--- src/rtl/mem_arbiter_pkg.sv ---
// Shared types for the instruction/data cache memory arbiter.
package arbiter_types;

    localparam int LINE_W = 256;

    typedef enum logic [1:0] {
        IDLE,
        SERVE_I,
        SERVE_D,
        RECOVER
    } arb_state_t;

    typedef enum logic {
        GRANT_I,
        GRANT_D
    } grant_t;

endpackage

--- src/rtl/mem_arbiter_rr_pick2.sv ---
// Two-way requester picker: round-robin on a tie, or data cache wins when
// ROUND_ROBIN is 0.
module rr_pick2
    import arbiter_types::*;
#(
    parameter int ROUND_ROBIN = 1
) (
    input  logic   req_i,
    input  logic   req_d,
    input  grant_t last_grant,
    output grant_t grant
);

    // On a tie, the instruction side wins only when it did not hold the last grant.
    always_comb begin
        grant = GRANT_D;
        if (req_i && !req_d) begin
            grant = GRANT_I;
        end else if (req_i && req_d && (ROUND_ROBIN != 0) && (last_grant == GRANT_D)) begin
            grant = GRANT_I;
        end
    end

endmodule

--- src/rtl/mem_arbiter.sv ---
// Shares one physical memory line port between the I-cache and D-cache,
// one transaction at a time, with an idle recovery cycle after each response.
module mem_arbiter
    import arbiter_types::*;
#(
    parameter int ROUND_ROBIN = 1
) (
    input  logic              clk,
    input  logic              rst,
    input  logic              i_read,
    input  logic [31:0]       i_address,
    output logic              i_resp,
    output logic [LINE_W-1:0] i_rdata,
    input  logic              d_read,
    input  logic              d_write,
    input  logic [31:0]       d_address,
    input  logic [LINE_W-1:0] d_wdata,
    output logic              d_resp,
    output logic [LINE_W-1:0] d_rdata,
    output logic              pmem_read,
    output logic              pmem_write,
    output logic [31:0]       pmem_address,
    output logic [LINE_W-1:0] pmem_wdata,
    input  logic              pmem_resp,
    input  logic [LINE_W-1:0] pmem_rdata
);

    arb_state_t state;
    grant_t     last_grant;
    grant_t     pick;
    logic       req_i;
    logic       req_d;

    assign req_i = i_read;
    assign req_d = d_read | d_write;

    rr_pick2 #(
        .ROUND_ROBIN(ROUND_ROBIN)
    ) u_pick (
        .req_i      (req_i),
        .req_d      (req_d),
        .last_grant (last_grant),
        .grant      (pick)
    );

    // Requests are sampled only in IDLE; RECOVER always burns one cycle so the
    // owner can drop its request and memory can return to idle.
    always_ff @(posedge clk) begin
        if (rst) begin
            state      <= IDLE;
            last_grant <= GRANT_D;
        end else begin
            case (state)
                IDLE: begin
                    if (req_i || req_d) begin
                        last_grant <= pick;
                        state      <= (pick == GRANT_I) ? SERVE_I : SERVE_D;
                    end
                end
                SERVE_I, SERVE_D: begin
                    if (pmem_resp) begin
                        state <= RECOVER;
                    end
                end
                RECOVER: state <= IDLE;
                default: state <= IDLE;
            endcase
        end
    end

    assign i_rdata = pmem_rdata;
    assign d_rdata = pmem_rdata;

    // Write dominates when the data cache raises read and write together.
    always_comb begin
        pmem_read    = 1'b0;
        pmem_write   = 1'b0;
        pmem_address = '0;
        pmem_wdata   = '0;
        i_resp       = 1'b0;
        d_resp       = 1'b0;
        case (state)
            SERVE_I: begin
                pmem_read    = i_read;
                pmem_address = i_address;
                i_resp       = pmem_resp;
            end
            SERVE_D: begin
                pmem_write   = d_write;
                pmem_read    = d_read & ~d_write;
                pmem_address = d_address;
                pmem_wdata   = d_wdata;
                d_resp       = pmem_resp;
            end
            default: ;
        endcase
    end

endmodule

--- config.mk ---
export PLATFORM = sky130hd
export DESIGN_NAME = mem_arbiter
export DESIGN_NICKNAME = d
export VERILOG_FILES = /design/src/rtl/mem_arbiter_pkg.sv /design/src/rtl/mem_arbiter_rr_pick2.sv /design/src/rtl/mem_arbiter.sv
export SDC_FILE = /design/constraint.sdc
export NUM_CORES = 1
export LEC_CHECK = 0
export CORE_AREA = 5 5 532 534
export DETAILED_ROUTE_END_ITERATION = 16
export DIE_AREA = 0 0 537 539
export HOLD_SLACK_MARGIN = 0.02
export PLACE_DENSITY_LB_ADDON = 0.1
export SKIP_LAST_GASP = 1
export SLEW_MARGIN = 25
export SYNTH_ARGS = -nofsm -noshare
export SYNTH_HDL_FRONTEND = slang
export SYNTH_SLANG_ARGS = --single-unit
--- constraint.sdc ---
create_clock -name clk -period 1.8 [get_ports clk]
set_input_delay 0.36 -clock clk [delete_from_list [all_inputs] [get_ports clk]]
set_output_delay 0.36 -clock clk [all_outputs]
set_load 0.05 [all_outputs]
==> metrics.md <==
| Metric | Value |
|---|---|
| Die ar. | 289,000 sq um |
| Hold buffer count at cts | 0 |
| TritonCTS clock tree | built |
| Most frequent cells in the layout | clkdlybuf4s50_1 (325), buf_12 (309), and2_2 (154), and2_4 (59), buf_4 (56) |
| HPWL after detailed placement | 130,000 microns |
| Metal-1 WL | 43,500 microns |
| Clk sink count | 3 |
| Top routing layer used | met5 |
| Period utilization | 131% |
| Max Root-Sink Buffers | 2 |
| Starting density of the core | 2.26% |
| Clock Tree Root | clkbuf_16 |
| Type of the tightest min-delay check | reg2reg |
| Total gr overflow | 0 |
| Max cap viols | 0 |
| Peak supply drop | 0.364 mV |
| Die W | 537 microns |
| Run status | finished with violations |
| Vias in the first global route | 7,292 |
| Slew @ Worst Pin | 0.509 ns |
| Boundary pin count | 1,386 |
| Crit path capture | pmem_address[21] |
| Critical Path RT | 1.44 ns |
| Worst r2r src | state[0]$_SDFFE_PP0P_ |
| FF-to-FF path depth | 7 |
| Routability cong. | 0.843 |
| Synth cell types | 21 |
| Post-Place Worst Slack | -0.809 ns |
| Final hold violation count | 0 |
| H-tree lvl count | 1 |
| Synthesized instance count | 902 |
| Worst hold stages | 2 |
| Unrepaired setup endpoints after global routing | yes |
| Fin util | 6.56% |
| Slew HR | 66.0% |
| Antenna viol nets, final | 0 |
| Mapped cell area | 6280 sq um |
| Syn Nets | 1,487 |
| NumNets Final | 1,660 |
| Most common cell after layout, fill and taps aside | clkdlybuf4s50_1 |
| Final worst setup slack | -0.564 ns |
| Chip Height | 539 microns |
| Worst Skew | 0.000721 ns |
| Num CTS Buffers | 3 |
| Worst hold slack | 0.538 ns |
| FF+latch count, synth | 3 |
| Placed Area | 17,200 sq um |
| Global-route wire length before repair | 158,000 microns |
| CP startpoint | state[0]$_SDFFE_PP0P_ |
| Fraction of layout cells with a size suffix above 1 | 62.9% |
| Critical path peak fanout | 6 |
| Drt via density | 1.44 |
| P per Cell Area | 1020 nW/um^2 |
| R2r setup slk | 0.19 ns |
| Critical path capture point type | primary output |
| Syn avg cell area | 6.97 sq um |
| Final Setup Violations | 290 |
| Failing checks | setup timing |
| Antenna violations before repair | 92 |
| Vias | 6,937 |
| Yosys warnings | 0 |
| Core area | 278,000 sq um |
| Largest net degree at the start of global routing | 40 |
| Final min period | 2.36 ns |
| RR Endpoint | state[1]$_SDFFE_PP0P_ |
| Leakage | 5.68 nW |
| Fin cells | 4,806 |
| Synth-to-layout area growth | 190% |
| Total track usage | 9.04% |
| Total routed wirelength | 140,000 microns |
| Multi-input logic area | 2970 sq um |
| Post-route cell area | 18,200 sq um |
| WL met3 | 30,400 microns |
| Wire per inst | 29.2 microns |
| Arr. time, crit path | 2.00 ns |
| Crit Path Class | reg2out |
| TritonRoute pass-1 iters | 4 |
| Core Rows | 194 |
| Routed wl met2 | 57,900 microns |
| Starting DRT DRC Count | 300 |
| Seq/Total Area, Yosys | 0.956% |
| Register area | 62.6 sq um |
| Worst-path clk slew | 0.03 ns |
| Max-slew violations | 0 |
| Clk Latency, worst-skew pair | 0.22 ns |
| Placed insts | 4,759 |
| Port bufs | 617 |
| Fill count | 32,400 |
| Peak Freq | 423 MHz |
| Crit start category | register |
| # DRC | 0 |
==> state kept, by name (all words and copies together), names as in the netlist <==
| signal | count |
|---|---|
| last_grant | 1 |
| state | 2 |
==> where the power goes <==
part           switching [mW]  internal [mW]  leakage [nW]  total [mW]
Sequential             0.0279         0.0939        0.0255       0.122
Combinational            9.77           8.41          5.61        18.2
Clock                  0.0620          0.292        0.0382       0.354
==> synth_stat cells <==
master / n / area share (%)
buf_2: 3 / 0.24
nand2_1: 2 / 0.12
or4b_1: 1 / 0.16
o21ai_0: 2 / 0.16
o21ba_1: 1 / 0.16
buf_4: 512 / 61
o2bb2ai_1: 1 / 0.14
mux2i_1: 1 / 0.16
and2_1: 260 / 26
clkbuf_1: 37 / 2.2
a22oi_1: 32 / 3.8
o21a_1: 1 / 0.12
a21boi_0: 1 / 0.12
ha_1: 3 / 0.60
nor3_1: 1 / 0.080
inv_1: 2 / 0.12
nand2b_1: 2 / 0.20
nand3_1: 1 / 0.080
dfxtp_1: 3 / 0.96
nor2b_1: 32 / 3.2
a21oi_1: 4 / 0.32
==> stage by stage <==
step	setup TNS, ns	power, mW
after floorplan	0	9.93
after global placement	-67.93	16.9
after detailed placement	-53.40	16.9
after CTS	-118.33	18.3
after global routing	-122.10	19.6
final	-96.99	18.7
==> logic make-up after synthesis <==
family                   Yosys count  share of synthesized area, %
multiplexers                       1                         0.159
adder cells (fa/ha/maj)            3                         0.597
AO/OA/AOI/OAI                     42                          4.84
buffers and inverters            554                          63.7
flip-flops                         3                         0.956
AND/OR/NAND/NOR                  299                          29.7
==> worst max-delay path, cell delays in order (launching register included) <==
cell and delay, ns:
dfxtp_2 0.33, buf_6 0.13, ha_4 0.18, buf_12 0.15
buf_12 0.14, a22oi_2 0.42, buf_4 0.22, nor2b_4 0.05
buf_12 0.14
==> timing repair <==
| action | in CTS | in global routing |
|---|---|---|
| pin swaps | 11 | 7 |
| gates cloned | 4 | 8 |
| endpoints found under the setup margin | 290 | 294 |
| buffers inserted | 4 | 20 |
| endpoints found under the hold margin | 0 | 0 |
| gates resized for setup | 50 | 79 |
==> final cells by class <==
class | instances | share of cell area [%]
timing repair buffer | 720 | 57.3
tap | 3724 | 25.6
multi-input combinational | 345 | 16.3
clock buffer | 4 | 0.432
sequential | 3 | 0.343
antenna | 8 | 0.110
inverter | 2 | 0.0412
==> metal layers <==
layer / vias up / global-route usage, %
met4: 10 / 4.02
met2: 943 / 13.4
li1: 2591 / -
met5: - / 0.450
met1: 2906 / 8.51
met3: 487 / 8.39
==> how the worst min path moves through the flow <==
stage	endpoint	slack, ns	startpoint
after floorplan	state[0]$_SDFFE_PP0P_	0.44	rst
after global placement	last_grant$_SDFFE_PP1P_	0.51	last_grant$_SDFFE_PP1P_
after detailed placement	last_grant$_SDFFE_PP1P_	0.52	last_grant$_SDFFE_PP1P_
after CTS	last_grant$_SDFFE_PP1P_	0.53	last_grant$_SDFFE_PP1P_
after global routing	last_grant$_SDFFE_PP1P_	0.58	last_grant$_SDFFE_PP1P_
final	last_grant$_SDFFE_PP1P_	0.54	last_grant$_SDFFE_PP1P_
Note: power is estimated with default switching activity, not from simulation.
